===== src/rtl/axi4_pkg.sv =====
// Shared AXI4 types and constants for the CSR initiator and its bench.
package axi4_pkg;

   typedef enum logic [2:0] {
      MST_IDLE  = 3'd0,
      MST_RADDR = 3'd1,
      MST_RDATA = 3'd2,
      MST_WADDR = 3'd3,
      MST_WRESP = 3'd4,
      MST_RSP   = 3'd5
   } MstState_t;

   localparam logic [2:0] AXI_SIZE_32B   = 3'b010;
   localparam logic [7:0] AXI_LEN_SINGLE = 8'd0;

   localparam logic [1:0] OKAY   = 2'b00;
   localparam logic [1:0] SLVERR = 2'b10;
   localparam logic [1:0] INCR   = 2'b01;

endpackage


===== src/rtl/axi4_if.sv =====
// AXI4 signal bundle with initiator and responder views; IDs are IDLEN bits wide.
interface axi4 #(parameter int IDLEN = 4);
   logic             ar_valid, ar_ready;
   logic [31:0]      ar_addr;
   logic [IDLEN-1:0] ar_id;
   logic [7:0]       ar_len;
   logic [2:0]       ar_size;
   logic [1:0]       ar_burst;
   logic             aw_valid, aw_ready;
   logic [31:0]      aw_addr;
   logic [IDLEN-1:0] aw_id;
   logic [7:0]       aw_len;
   logic [2:0]       aw_size;
   logic [1:0]       aw_burst;
   logic             w_valid, w_ready;
   logic [31:0]      w_data;
   logic [3:0]       w_strb;
   logic             w_last;
   logic             b_valid, b_ready;
   logic [1:0]       b_resp;
   logic [IDLEN-1:0] b_id;
   logic             r_valid, r_ready;
   logic [31:0]      r_data;
   logic [1:0]       r_resp;
   logic [IDLEN-1:0] r_id;
   logic             r_last;

   modport master (
      output ar_valid, ar_addr, ar_id, ar_len, ar_size, ar_burst,
      output aw_valid, aw_addr, aw_id, aw_len, aw_size, aw_burst,
      output w_valid, w_data, w_strb, w_last, b_ready, r_ready,
      input  ar_ready, aw_ready, w_ready,
      input  b_valid, b_resp, b_id,
      input  r_valid, r_data, r_resp, r_id, r_last
   );

   modport slave (
      input  ar_valid, ar_addr, ar_id, ar_len, ar_size, ar_burst,
      input  aw_valid, aw_addr, aw_id, aw_len, aw_size, aw_burst,
      input  w_valid, w_data, w_strb, w_last, b_ready, r_ready,
      output ar_ready, aw_ready, w_ready,
      output b_valid, b_resp, b_id,
      output r_valid, r_data, r_resp, r_id, r_last
   );
endinterface


===== src/rtl/axi4_csr_master.sv =====
// Single-outstanding AXI4 initiator turning a valid/ready CSR request into one
// single-beat read or write, returning a held response.
module axi4_csr_master
   import axi4_pkg::*;
#(
   parameter int AXI_ID   = 0,
   parameter int ID_W     = 4,
   parameter bit STRB_ALL = 1'b1
) (
   input  logic        clk,
   input  logic        rst_n,
   axi4.master         bus,
   input  logic        req_valid_i,
   output logic        req_ready_o,
   input  logic        req_we_i,
   input  logic [31:0] req_addr_i,
   input  logic [31:0] req_wdata_i,
   input  logic [3:0]  req_strb_i,
   output logic        rsp_valid_o,
   input  logic        rsp_ready_i,
   output logic [31:0] rsp_rdata_o,
   output logic        rsp_err_o
);

   localparam logic [ID_W-1:0] ID_VAL = ID_W'(AXI_ID);

   MstState_t   r_state;
   logic        r_req_ready, r_ar_valid, r_aw_valid, r_w_valid;
   logic        r_aw_done, r_w_done, r_r_ready, r_b_ready;
   logic [31:0] r_addr, r_wdata;
   logic [3:0]  r_strb;
   logic        r_rsp_valid, r_rsp_err;
   logic [31:0] r_rsp_rdata;

   logic w_aw_hs, w_w_hs, w_aw_fin, w_w_fin;

   function automatic logic rsp_is_err(input logic [1:0] resp, input logic [ID_W-1:0] id,
                                       input logic last);
      return (resp != OKAY) | (id != ID_VAL) | ~last;
   endfunction

   // AW and W complete independently; a handshake this cycle counts as done
   assign w_aw_hs  = r_aw_valid & bus.aw_ready;
   assign w_w_hs   = r_w_valid & bus.w_ready;
   assign w_aw_fin = r_aw_done | w_aw_hs;
   assign w_w_fin  = r_w_done | w_w_hs;

   // Transaction FSM with all bus and response outputs registered
   always_ff @(posedge clk) begin
      if (!rst_n) begin
         r_state     <= MST_IDLE;
         r_req_ready <= 1'b0;
         r_ar_valid  <= 1'b0;
         r_aw_valid  <= 1'b0;
         r_w_valid   <= 1'b0;
         r_aw_done   <= 1'b0;
         r_w_done    <= 1'b0;
         r_r_ready   <= 1'b0;
         r_b_ready   <= 1'b0;
         r_addr      <= 32'h0;
         r_wdata     <= 32'h0;
         r_strb      <= 4'h0;
         r_rsp_valid <= 1'b0;
         r_rsp_rdata <= 32'h0;
         r_rsp_err   <= 1'b0;
      end else begin
         case (r_state)
            MST_IDLE: begin
               if (req_valid_i && r_req_ready) begin
                  r_req_ready <= 1'b0;
                  r_addr      <= req_addr_i;
                  r_wdata     <= req_wdata_i;
                  r_strb      <= req_strb_i;
                  if (req_we_i) begin
                     r_state    <= MST_WADDR;
                     r_aw_valid <= 1'b1;
                     r_w_valid  <= 1'b1;
                     r_aw_done  <= 1'b0;
                     r_w_done   <= 1'b0;
                  end else begin
                     r_state    <= MST_RADDR;
                     r_ar_valid <= 1'b1;
                  end
               end else begin
                  r_req_ready <= 1'b1;
               end
            end
            MST_RADDR: begin
               if (bus.ar_ready) begin
                  r_ar_valid <= 1'b0;
                  r_r_ready  <= 1'b1;
                  r_state    <= MST_RDATA;
               end
            end
            MST_RDATA: begin
               if (bus.r_valid) begin
                  r_r_ready   <= 1'b0;
                  r_rsp_valid <= 1'b1;
                  r_rsp_rdata <= bus.r_data;
                  r_rsp_err   <= rsp_is_err(bus.r_resp, bus.r_id, bus.r_last);
                  r_state     <= MST_RSP;
               end
            end
            MST_WADDR: begin
               if (w_aw_hs) begin
                  r_aw_valid <= 1'b0;
                  r_aw_done  <= 1'b1;
               end
               if (w_w_hs) begin
                  r_w_valid <= 1'b0;
                  r_w_done  <= 1'b1;
               end
               if (w_aw_fin && w_w_fin) begin
                  r_b_ready <= 1'b1;
                  r_state   <= MST_WRESP;
               end
            end
            MST_WRESP: begin
               if (bus.b_valid) begin
                  r_b_ready   <= 1'b0;
                  r_rsp_valid <= 1'b1;
                  r_rsp_rdata <= 32'h0;
                  r_rsp_err   <= rsp_is_err(bus.b_resp, bus.b_id, 1'b1);
                  r_state     <= MST_RSP;
               end
            end
            MST_RSP: begin
               if (rsp_ready_i) begin
                  r_rsp_valid <= 1'b0;
                  r_req_ready <= 1'b1;
                  r_state     <= MST_IDLE;
               end
            end
            default: begin
               r_state     <= MST_IDLE;
               r_req_ready <= 1'b0;
               r_ar_valid  <= 1'b0;
               r_aw_valid  <= 1'b0;
               r_w_valid   <= 1'b0;
               r_r_ready   <= 1'b0;
               r_b_ready   <= 1'b0;
               r_rsp_valid <= 1'b0;
            end
         endcase
      end
   end

   assign req_ready_o  = r_req_ready;
   assign rsp_valid_o  = r_rsp_valid;
   assign rsp_rdata_o  = r_rsp_rdata;
   assign rsp_err_o    = r_rsp_err;

   assign bus.ar_valid = r_ar_valid;
   assign bus.ar_addr  = r_addr;
   assign bus.ar_id    = ID_VAL;
   assign bus.ar_len   = AXI_LEN_SINGLE;
   assign bus.ar_size  = AXI_SIZE_32B;
   assign bus.ar_burst = INCR;
   assign bus.aw_valid = r_aw_valid;
   assign bus.aw_addr  = r_addr;
   assign bus.aw_id    = ID_VAL;
   assign bus.aw_len   = AXI_LEN_SINGLE;
   assign bus.aw_size  = AXI_SIZE_32B;
   assign bus.aw_burst = INCR;
   assign bus.w_valid  = r_w_valid;
   assign bus.w_data   = r_wdata;
   assign bus.w_strb   = STRB_ALL ? 4'hF : r_strb;
   assign bus.w_last   = 1'b1;
   assign bus.r_ready  = r_r_ready;
   assign bus.b_ready  = r_b_ready;

endmodule

===== src/flat_wrapper.sv =====
// flat-port wrapper written by rule: the top's interface ports become plain ports
module axi4_csr_master_flat import axi4_pkg::*;
#(
   parameter int AXI_ID   = 0,
   parameter int ID_W     = 4,
   parameter bit STRB_ALL = 1'b1
)
  (clk, rst_n, req_valid_i, req_ready_o, req_we_i, req_addr_i, req_wdata_i, req_strb_i, rsp_valid_o, rsp_ready_i, rsp_rdata_o, rsp_err_o, bus_ar_valid, bus_ar_addr, bus_ar_id, bus_ar_len, bus_ar_size, bus_ar_burst, bus_aw_valid, bus_aw_addr, bus_aw_id, bus_aw_len, bus_aw_size, bus_aw_burst, bus_w_valid, bus_w_data, bus_w_strb, bus_w_last, bus_b_ready, bus_r_ready, bus_ar_ready, bus_aw_ready, bus_w_ready, bus_b_valid, bus_b_resp, bus_b_id, bus_r_valid, bus_r_data, bus_r_resp, bus_r_id, bus_r_last);
  axi4 bus_i ();
  input  logic clk;
  input  logic rst_n;
  input  logic req_valid_i;
  output logic req_ready_o;
  input  logic req_we_i;
  input  logic [31:0] req_addr_i;
  input  logic [31:0] req_wdata_i;
  input  logic [3:0] req_strb_i;
  output logic rsp_valid_o;
  input  logic rsp_ready_i;
  output logic [31:0] rsp_rdata_o;
  output logic rsp_err_o;
  output wire logic [$bits(bus_i.ar_valid)-1:0] bus_ar_valid;
  output wire logic [$bits(bus_i.ar_addr)-1:0] bus_ar_addr;
  output wire logic [$bits(bus_i.ar_id)-1:0] bus_ar_id;
  output wire logic [$bits(bus_i.ar_len)-1:0] bus_ar_len;
  output wire logic [$bits(bus_i.ar_size)-1:0] bus_ar_size;
  output wire logic [$bits(bus_i.ar_burst)-1:0] bus_ar_burst;
  output wire logic [$bits(bus_i.aw_valid)-1:0] bus_aw_valid;
  output wire logic [$bits(bus_i.aw_addr)-1:0] bus_aw_addr;
  output wire logic [$bits(bus_i.aw_id)-1:0] bus_aw_id;
  output wire logic [$bits(bus_i.aw_len)-1:0] bus_aw_len;
  output wire logic [$bits(bus_i.aw_size)-1:0] bus_aw_size;
  output wire logic [$bits(bus_i.aw_burst)-1:0] bus_aw_burst;
  output wire logic [$bits(bus_i.w_valid)-1:0] bus_w_valid;
  output wire logic [$bits(bus_i.w_data)-1:0] bus_w_data;
  output wire logic [$bits(bus_i.w_strb)-1:0] bus_w_strb;
  output wire logic [$bits(bus_i.w_last)-1:0] bus_w_last;
  output wire logic [$bits(bus_i.b_ready)-1:0] bus_b_ready;
  output wire logic [$bits(bus_i.r_ready)-1:0] bus_r_ready;
  input wire logic [$bits(bus_i.ar_ready)-1:0] bus_ar_ready;
  input wire logic [$bits(bus_i.aw_ready)-1:0] bus_aw_ready;
  input wire logic [$bits(bus_i.w_ready)-1:0] bus_w_ready;
  input wire logic [$bits(bus_i.b_valid)-1:0] bus_b_valid;
  input wire logic [$bits(bus_i.b_resp)-1:0] bus_b_resp;
  input wire logic [$bits(bus_i.b_id)-1:0] bus_b_id;
  input wire logic [$bits(bus_i.r_valid)-1:0] bus_r_valid;
  input wire logic [$bits(bus_i.r_data)-1:0] bus_r_data;
  input wire logic [$bits(bus_i.r_resp)-1:0] bus_r_resp;
  input wire logic [$bits(bus_i.r_id)-1:0] bus_r_id;
  input wire logic [$bits(bus_i.r_last)-1:0] bus_r_last;
  assign bus_ar_valid = bus_i.ar_valid;
  assign bus_ar_addr = bus_i.ar_addr;
  assign bus_ar_id = bus_i.ar_id;
  assign bus_ar_len = bus_i.ar_len;
  assign bus_ar_size = bus_i.ar_size;
  assign bus_ar_burst = bus_i.ar_burst;
  assign bus_aw_valid = bus_i.aw_valid;
  assign bus_aw_addr = bus_i.aw_addr;
  assign bus_aw_id = bus_i.aw_id;
  assign bus_aw_len = bus_i.aw_len;
  assign bus_aw_size = bus_i.aw_size;
  assign bus_aw_burst = bus_i.aw_burst;
  assign bus_w_valid = bus_i.w_valid;
  assign bus_w_data = bus_i.w_data;
  assign bus_w_strb = bus_i.w_strb;
  assign bus_w_last = bus_i.w_last;
  assign bus_b_ready = bus_i.b_ready;
  assign bus_r_ready = bus_i.r_ready;
  assign bus_i.ar_ready = bus_ar_ready;
  assign bus_i.aw_ready = bus_aw_ready;
  assign bus_i.w_ready = bus_w_ready;
  assign bus_i.b_valid = bus_b_valid;
  assign bus_i.b_resp = bus_b_resp;
  assign bus_i.b_id = bus_b_id;
  assign bus_i.r_valid = bus_r_valid;
  assign bus_i.r_data = bus_r_data;
  assign bus_i.r_resp = bus_r_resp;
  assign bus_i.r_id = bus_r_id;
  assign bus_i.r_last = bus_r_last;
  axi4_csr_master #(.AXI_ID(AXI_ID), .ID_W(ID_W), .STRB_ALL(STRB_ALL)) u_core (.clk(clk), .rst_n(rst_n), .bus(bus_i), .req_valid_i(req_valid_i), .req_ready_o(req_ready_o), .req_we_i(req_we_i), .req_addr_i(req_addr_i), .req_wdata_i(req_wdata_i), .req_strb_i(req_strb_i), .rsp_valid_o(rsp_valid_o), .rsp_ready_i(rsp_ready_i), .rsp_rdata_o(rsp_rdata_o), .rsp_err_o(rsp_err_o));
endmodule

===== config.mk =====
export PLATFORM = sky130hd
export DESIGN_NAME = axi4_csr_master_flat
export DESIGN_NICKNAME = d
export VERILOG_FILES = /design/src/rtl/axi4_pkg.sv /design/src/rtl/axi4_if.sv /design/src/rtl/axi4_csr_master.sv /design/src/flat_wrapper.sv
export SDC_FILE = /design/constraint.sdc
export NUM_CORES = 1
export LEC_CHECK = 0
export ABC_AREA = 1
export CORE_MARGIN = 5
export CORE_UTILIZATION = 38
export DETAILED_ROUTE_END_ITERATION = 16
export GPL_ROUTABILITY_DRIVEN = 0
export MAX_ROUTING_LAYER = met4
export PLACE_DENSITY = 0.88
export SYNTH_ARGS = -nofsm -noshare
export SYNTH_HDL_FRONTEND = slang
export SYNTH_SLANG_ARGS = --single-unit

===== constraint.sdc =====
create_clock -name clk -period 1.7 [get_ports clk]
set_input_delay 0.17 -clock clk [delete_from_list [all_inputs] [get_ports clk]]
set_output_delay 0.17 -clock clk [all_outputs]
set_load 0.01 [all_outputs]

== Word level (Yosys, flattened, before mapping) ==
Index checks and enable logic that the tools add are counted.

* Reduce and logical (&&, ||, !) cells: 27
* Equal/unequal tests: 15
* Bitwise logic cells: 14
* Multiplexer cells: 43

{| class="wikitable"
|+ Operators by type and width
! kind !! number
|-
| two-way mux 32 bit || 2
|-
| case mux 32 bit (2 select lines) || 1
|-
| AND reduction 4 bit || 6
|-
| two-way mux 1 bit || 22
|-
| OR reduction 4 bit || 5
|-
| two-way mux 3 bit || 6
|-
| case mux 1 bit (3 select lines) || 6
|-
| case mux 3 bit (6 select lines) || 1
|-
| != test 2 bit (second input constant) || 6
|-
| AND reduction 3 bit || 3
|-
| != test 2 x 1 -> 1 bit (second input constant) || 4
|-
| nonzero test 2 bit || 4
|-
| nonzero test 4 bit || 2
|-
| NOT 1 bit || 7
|-
| equality test 3 x 2 -> 1 bit (second input constant) || 2
|-
| equality test 3 bit (second input constant) || 2
|-
| case mux 1 bit (2 select lines) || 3
|-
| AND reduction 6 bit || 1
|-
| OR 1 bit || 5
|-
| case mux 1 bit (4 select lines) || 1
|-
| AND reduction 2 bit || 2
|-
| equality test 3 x 1 -> 1 bit (second input constant) || 1
|-
| zero test 3 bit || 1
|-
| OR reduction 3 bit || 1
|-
| other kinds (3) || 5
|}

* Output and inout port bits: 175
* Register bits after elaboration: 109
* Logic and storage cells: 113

== Logic depth before layout (Yosys ltp) ==
Gate-level depths: netlist of the first run.

* Depth after elaboration: 5
* Mapped depth: 11
* Gate-level depth less buffers: 10

== Worst setup path before layout of the first run ==
OpenSTA, ideal clock, no wires.

* Kind: flip-flop to flip-flop
* Start point: register u_core.r_state[1]
* End point: register u_core.r_rsp_rdata[20] (netlist: u_core.rsp_rdata_o[20])
* Slack: 305 ps
* Data arrival time: 1,258 ps
* Setup time: 138 ps
* Stages on the path, launching flop included: 11
* Clock period less this slack: 1,395 ps
* Data required time: 1,562 ps
* Cell sequence: dfxtp_1 > buf_4 > nor2_4 > nand2_4 > nand2_1 > inv_2 > nor2_8 > inv_4 > buf_4 > nand2_1 > a21oi_2

* Longest elaborated chain between the ends: 3

{| class="wikitable"
|+ Ends and longest elaborated chain
! what !! line !! source
|-
| from (decl) || axi4_csr_master.sv:27 || <nowiki>MstState_t r_state;</nowiki>
|-
| from (signal assigned) || axi4_csr_master.sv:51 || <nowiki>r_state <= MST_IDLE;</nowiki>
|-
| from (signal assigned) || axi4_csr_master.sv:75 || <nowiki>r_state <= MST_WADDR;</nowiki>
|-
| from (signal assigned) || axi4_csr_master.sv:81 || <nowiki>r_state <= MST_RADDR;</nowiki>
|-
| equality test 3 x 2 -> 1 bit / equality test 3 bit (equally long branches) || axi4_csr_master.sv:67 || <nowiki>case (r_state)</nowiki>
|-
| != test 2 bit (no line) / nonzero test 2 bit (equally long branches) || - ||
|-
| AND reduction 3 bit (no line) || - ||
|-
| to (signal assigned) || axi4_csr_master.sv:99 || <nowiki>r_rsp_rdata <= bus.r_data;</nowiki>
|-
| to (decl) || axi4_csr_master.sv:33 || <nowiki>logic [31:0] r_rsp_rdata;</nowiki>
|}

Several ways; a longest one is shown, not always the timed one.
A chain may end at the register's enable or synchronous reset.

== Final worst setup path of the first run ==
* Start point: register u_core.r_state[0]
* End point: register u_core.r_addr[23] (netlist: u_core.bus.ar_addr[23])

* Longest elaborated chain between the ends: 2

{| class="wikitable"
|+ Ends and longest elaborated chain
! what !! line !! source
|-
| zero test 3 bit || axi4_csr_master.sv:67 ||
|-
| AND reduction 2 bit (no line) || - ||
|-
| to (signal assigned) || axi4_csr_master.sv:71 || <nowiki>r_addr <= req_addr_i;</nowiki>
|-
| to (decl) || axi4_csr_master.sv:30 || <nowiki>logic [31:0] r_addr, r_wdata;</nowiki>
|}

No other way between the ends.

==> flow_metrics.env, run 1 <==
export IMPL_status="complete, no violations"
export IMPL_pwr_share_comb_pct=43.4
export IMPL_clockRootBuffer="clkbuf_16"
export IMPL_grt_max_degree=62
export IMPL_drt_pass1_iter_count=5
export IMPL_hpwlAfterDp_microns=11600
export IMPL_syn_area_per_cell_sq_um=7.76
export IMPL_setup_worst_path_start="u_core.r_state[0]"
export IMPL_slew_viol_final=0
export IMPL_num_rows=41
export IMPL_ios=298
export IMPL_die_h_microns=124
export IMPL_ir_drop_mv=1.21
export IMPL_syn_cell_area_sq_um=4940
export IMPL_min_from="bus_r_data[10]"
export IMPL_yosys_register_bits=109
export IMPL_numCtsBuffers=9
export IMPL_overflow=0
export IMPL_die_w_microns=124
export IMPL_maxCapViolations=0
export IMPL_htreeDepth=3
export IMPL_min_period_ns=1.55
export IMPL_synth_top_area_cell="dfxtp_1"
export IMPL_min_period_over_period_pct=91.3
export IMPL_final_hold_viol_count=0
export IMPL_fin_tns_setup_ns=0
export IMPL_intPower_w=0.00590
export IMPL_nets=965
export IMPL_avgViaCountPerCell=4.83
export IMPL_cp_max_fo=61
export IMPL_seqPwrFrac_pct=35.0
export IMPL_drc_errors=0
export IMPL_cts_path_max_buffers=2
export IMPL_insertion_delay_ns=0.34
export IMPL_grt_use_total_pct=19.1
export IMPL_setup_viol=0
export IMPL_clkSinkCount=109
export IMPL_ys_warn_count=0
export IMPL_endpoint_kind="flop"
export IMPL_insertedDiodeCount=0
export IMPL_place_inst=1003
export IMPL_yosysTopAreaCellShare_pct=44.2
export IMPL_synth_distinct_cells=25
export IMPL_power_frac_clock_pct=21.5
export IMPL_reg2reg_depth=6
export IMPL_clkSlewWorstSetupHoldPaths_ns=0.07
export IMPL_crit_type="reg2reg"
export IMPL_p_sw_share_pct=37.2
export IMPL_grt_pass1_wl_microns=22700
export IMPL_cpMaxStageDelayCell="dfxtp_1"
export IMPL_post_cts_buffers=0
export IMPL_cts_tree="done"
export IMPL_core_area_sq_um=12700
export IMPL_wl_per_cell_microns=15.0
export IMPL_start_util_pct=39.0
export IMPL_area_growth_pct=53.2
export IMPL_critical_path_required_ns=1.96
export IMPL_cp_cell_sequence="nor2_2 > nand2_1 > inv_2 > buf_12 > nand3_1 > a21oi_1"
export IMPL_routed_wl_microns=15300
export IMPL_synth_cells=637
export IMPL_vias=4922
export IMPL_power_w=0.00939
export IMPL_yosysSeqAreaShare_pct=44.2
export IMPL_port_buffers=254
export IMPL_instances_no_fill=1019
export IMPL_hold_depth=3
export IMPL_max_freq_ghz=0.644
export IMPL_antenna_found_initial=0
export IMPL_postRouteAntennaNets=0
export IMPL_p_leak_nw=2.77
export IMPL_worstReg2RegStart="u_core.r_state[0]"
export IMPL_worst_setup_path_start_kind="flop"
export IMPL_layout_drive_gt1_share_pct=7.91
export IMPL_p_switching_w=0.00350
export IMPL_die_area_sq_um=15400
export IMPL_worstPathArrival_ns=1.81
export IMPL_crit_path_max_incr_delay_ns=0.39
export IMPL_initialDrtViolationCount=245
export IMPL_hold_class="in2reg"
export IMPL_fin_skew_ns=0.00417
export IMPL_p_per_area_nw_per_um2=1240
export IMPL_rsz0062_at_grt="false"
export IMPL_synth_area_leaders="dfxtp_1 44%, buf_4 13%, nand2_1 10%, a21oi_1 9.7%, nand3_1 9.4%"
export IMPL_grt_pass1_vias=4511
stage by stage:
step	worst slack (ns)	area (sq um)	hold WS, ns	util, %
final	0.148	7570	0.394	59.8
after global routing	0.0180	7570	0.382	59.8
after CTS	0.104	7560	0.377	59.7
after detailed placement	0.0338	7280	0.439	57.5
after global placement	0.0892	7280	0.438	57.5
after floorplan	0.305	5080	0.313	-
kinds of logic after synthesis:
family / share of synthesized area, %
AO/OA/AOI/OAI: 11.8
buffers and inverters: 17.3
flip-flops: 44.2
other: 0.152
AND/OR/NAND/NOR: 26.6
state kept, by name, indices dropped and copies added, names as in the netlist:
signal               count
u_core.bus.w_data       32
u_core.bus.w_valid       1
u_core.r_aw_done         1
u_core.bus.ar_addr      32
u_core.rsp_err_o         1
u_core.bus.r_ready       1
u_core.r_w_done          1
u_core.rsp_valid_o       1
u_core.r_state           3
u_core.req_ready_o       1
u_core.bus.b_ready       1
u_core.rsp_rdata_o      32
u_core.bus.aw_valid      1
u_core.bus.ar_valid      1
cell usage after synthesis:
cell	count
a21oi_1	96
a21oi_2	9
buf_2	8
buf_4	83
buf_6	3
clkbuf_1	19
conb_1	2
dfxtp_1	109
inv_1	19
inv_2	2
inv_4	1
nand2_1	134
nand2_2	3
nand2_4	1
nand3_1	93
nand3_2	12
nand3b_1	2
nand4_1	5
nor2_1	25
nor2_2	2
nor2_4	1
nor2_8	1
nor3_1	1
nor3b_1	1
o21ai_0	5
routing by layer:
layer | up-vias | track usage (%) | part of all wire (%)
li1 | 2402 | - | -
met1 | 2239 | 21.5 | 37
met5 | - | - | 0
met2 | 253 | 32.2 | 50
met3 | 28 | 6.09 | 10
met4 | 0 | 6.30 | 2.4
timing repair:
item	CTS	global route
setup endpoints to repair	0	27
hold buffers	0	0
gates resized for setup	0	3
layout by cell type, fill, tap and decap left out, drive strengths merged:
cell type / Yosys / final
nand4: 5 / 5
nand3b: 2 / 2
nor3: 1 / 1
clkbuf: 19 / 11
dfxtp: 109 / 109
nor3b: 1 / 1
a21oi: 105 / 105
clkdlybuf4s50: 0 / 254
clkinv: 0 / 2
nand2: 138 / 138
o21ai: 5 / 5
nor2: 29 / 29
inv: 22 / 24
conb: 2 / 39
clkinvlp: 0 / 1
nand3: 105 / 105
buf: 94 / 16
area by class of cell:
class	count	area (sq um)
Fill cell	1123	5100
Tap cell	172	215
Multi-Input combinational cell	430	2050
Sequential cell	109	2180
Inverter	22	88.8
Clock inverter	5	42.5
Clock buffer	11	243
Timing Repair Buffer	270	2750
power by group through the flow:
stage               Combinational [W]  Sequential (W)  Clock (W)
finish                        0.00408         0.00329    0.00202
floorplan                     0.00239         0.00347          0
global route                  0.00445         0.00335    0.00219
CTS                           0.00410         0.00329    0.00209
global placement              0.00404         0.00332          0
detailed placement            0.00409         0.00334          0
final timing paths:
path,slack [ns],to
max,0.15,u_core.bus.ar_addr[23]
min,0.39,u_core.rsp_rdata_o[10]
max reg2reg,0.15,u_core.bus.ar_addr[23]
min reg2reg,0.44,u_core.bus.r_ready
critical path: cells and delay by family (launching register included):
kind,cells,cell delay (ns)
flip-flops,1,0.39
buffers and inverters,2,0.42
AO/OA/AOI/OAI,1,0.20
AND/OR/NAND/NOR,3,0.42
No activity file was read; power rests on OpenSTA's default activity.
==> inputs of run 2 (changes only) <==
--- a/config.mk
+++ b/config.mk
@@ -12,6 +12,7 @@
 export GPL_ROUTABILITY_DRIVEN = 0
 export MAX_ROUTING_LAYER = met4
 export PLACE_DENSITY = 0.88
+export SKIP_CTS_REPAIR_TIMING = 1
 export SYNTH_ARGS = -nofsm -noshare
 export SYNTH_HDL_FRONTEND = slang
 export SYNTH_SLANG_ARGS = --single-unit
==> results of run 2 <==
Same layout as run 1: the final DEF is identical, and so are final timing and power.
==> inputs of run 3 (changes only) <==
--- a/config.mk
+++ b/config.mk
@@ -6,13 +6,13 @@
 export NUM_CORES = 1
 export LEC_CHECK = 0
 export ABC_AREA = 1
-export CORE_MARGIN = 5
 export CORE_UTILIZATION = 38
 export DETAILED_ROUTE_END_ITERATION = 16
 export GPL_ROUTABILITY_DRIVEN = 0
 export MAX_ROUTING_LAYER = met4
 export PLACE_DENSITY = 0.88
 export SKIP_CTS_REPAIR_TIMING = 1
+export SLEW_MARGIN = 10
 export SYNTH_ARGS = -nofsm -noshare
 export SYNTH_HDL_FRONTEND = slang
 export SYNTH_SLANG_ARGS = --single-unit
==> run 3 against run 2 <==
  * Largest power group unchanged
  * Global-route usage increased by 2.5 points
  * Register-to-register slack got worse by 0.03 ns
  * Sequential cell count unchanged
  * Sequential share of layout area decreased by 0.31 points
  * Maximum frequency decreased by 1.8%
  * Power increased by 4.2%
  * Clock power increased by 17%
  * Sequential power about the same
  * Design area increased by 1.1%
  * First-iteration DRC count increased by 5.3%
  * Cell count increased by 0.39%
==> flow_metrics.env, run 3 (synthesis results as in run 1) <==
export IMPL_status="complete, no violations"
export IMPL_nets=969
export IMPL_layout_drive_gt1_share_pct=8.23
export IMPL_hold_class="in2reg"
export IMPL_worst_setup_path_start_kind="flop"
export IMPL_hpwlAfterDp_microns=10800
export IMPL_initialDrtViolationCount=258
export IMPL_cts_tree="done"
export IMPL_ios=298
export IMPL_die_h_microns=116
export IMPL_drt_pass1_iter_count=5
export IMPL_insertion_delay_ns=0.35
export IMPL_avgViaCountPerCell=4.75
export IMPL_endpoint_kind="flop"
export IMPL_cp_cell_sequence="nor2_2 > nand2_1 > nand2_1 > inv_2 > nor2_8 > buf_12 > nand3_1 > a21oi_1"
export IMPL_slew_viol_final=0
export IMPL_min_period_over_period_pct=92.9
export IMPL_hold_depth=3
export IMPL_reg2reg_depth=8
export IMPL_p_per_area_nw_per_um2=1280
export IMPL_die_w_microns=116
export IMPL_core_area_sq_um=12700
export IMPL_maxCapViolations=0
export IMPL_overflow=0
export IMPL_crit_type="reg2reg"
export IMPL_grt_pass1_wl_microns=21800
export IMPL_clkSinkCount=109
export IMPL_grt_pass1_vias=4397
export IMPL_setup_slack_ns=0.120
export IMPL_vias=4858
export IMPL_cts_path_max_buffers=2
export IMPL_wl_per_cell_microns=14.2
export IMPL_clkSlewWorstSetupHoldPaths_ns=0.07
export IMPL_die_area_sq_um=13500
export IMPL_p_sw_share_pct=35.4
export IMPL_rsz0062_at_grt="false"
export IMPL_postRouteAntennaNets=0
export IMPL_insertedDiodeCount=0
export IMPL_drc_errors=0
export IMPL_ir_drop_mv=0.872
export IMPL_grt_max_degree=48
export IMPL_area_growth_pct=54.9
export IMPL_setup_viol=0
export IMPL_numCtsBuffers=9
export IMPL_seqPwrFrac_pct=33.6
export IMPL_clockRootBuffer="clkbuf_16"
export IMPL_p_switching_w=0.00346
export IMPL_routed_wl_microns=14600
export IMPL_min_period_ns=1.58
export IMPL_htreeDepth=3
export IMPL_port_buffers=254
export IMPL_antenna_found_initial=0
export IMPL_critPathMostFrequentCell="nand2_1"
export IMPL_power_frac_clock_pct=24.2
export IMPL_start_util_pct=39.0
export IMPL_worstPathArrival_ns=1.86
export IMPL_fin_skew_ns=0.00492
export IMPL_num_fill_cells=1128
export IMPL_final_common_cell="clkdlybuf4s50_1"
export IMPL_max_freq_ghz=0.633
export IMPL_critical_path_required_ns=1.98
export IMPL_dpl_worst_slack_ns=0.00283
export IMPL_num_rows=41
export IMPL_final_cell_mix="254 x clkdlybuf4s50_1, 134 x nand2_1, 108 x dfxtp_1"
export IMPL_intPower_w=0.00632
export IMPL_cp_max_fo=14
export IMPL_p_leak_nw=2.82
export IMPL_grt_use_total_pct=21.6
export IMPL_final_hold_viol_count=0
export IMPL_pwr_share_comb_pct=42.2
export IMPL_crit_path_max_incr_delay_ns=0.39
export IMPL_cpMaxStageDelayCell="dfxtp_1"
export IMPL_fin_tns_setup_ns=0
-- run 3: cell types whose count changed in the layout (fill, tap and decap cells not counted) --
cell / previous run / this run
buf_4: 9 / 13
inv_6: 4 / 1
clkinv_2: 1 / 2
bufinv_16: 0 / 3
nand2_1: 133 / 134
nand2_2: 4 / 3
clkbuf_8: 1 / 0
-- run 3: area by class of cell --
type                       instances  area [sq um]  area share, %
timing repair buffer             274          2780           36.3
sequential                       109          2180           28.5
multi-input combinational        430          2050           26.7
clock buffer                      10           229           2.99
tap                              172           215           2.81
clock inverter                     6           111           1.45
inverter                          22          88.8           1.16
-- run 3: through the flow --
stage                     cells  hold WS (ns)  total power [W]  cell area [sq um]  util (%)
final                      1023         0.398          0.00979               7650      60.4
after global routing       1023         0.388           0.0104               7650      60.4
after CTS                  1023         0.383          0.00985               7650      60.4
after detailed placement   1007         0.444          0.00745               7310      57.7
after global placement     1007         0.436          0.00738               7310      57.7
after floorplan             674         0.313          0.00586               5080         -
-- run 3: metal layers --
metal	share of wire [%]	track usage (%)	routed length, microns
met2	51	36.9	7380
met1	40	24.3	5750
met3	7.6	5.18	1110
met5	0	-	0
met4	2.1	8.38	306
-- run 3: power by group through the flow --
stage                     registers [W]  logic (W)  clock network (W)
after floorplan                 0.00347    0.00239                  0
after global placement          0.00332    0.00407                  0
after detailed placement        0.00334    0.00411                  0
after CTS                       0.00329    0.00414            0.00243
after global routing            0.00334    0.00454            0.00252
final                           0.00329    0.00413            0.00237
-- run 3: final timing paths --
kind         slack, ns          startpoint               endpoint
min               0.40      req_wdata_i[3]   u_core.bus.w_data[3]
max reg2reg       0.12   u_core.r_state[0]  u_core.rsp_rdata_o[8]
max               0.12   u_core.r_state[0]  u_core.rsp_rdata_o[8]
min reg2reg       0.45  u_core.bus.r_ready     u_core.bus.r_ready
-- run 3: critical path, delay by kind of cell (launching register included) --
family / cells / cell delay, ns
AND/OR/NAND/NOR: 5 / 0.72
AO/OA/AOI/OAI: 1 / 0.13
buffers and inverters: 2 / 0.27
flip-flops: 1 / 0.39
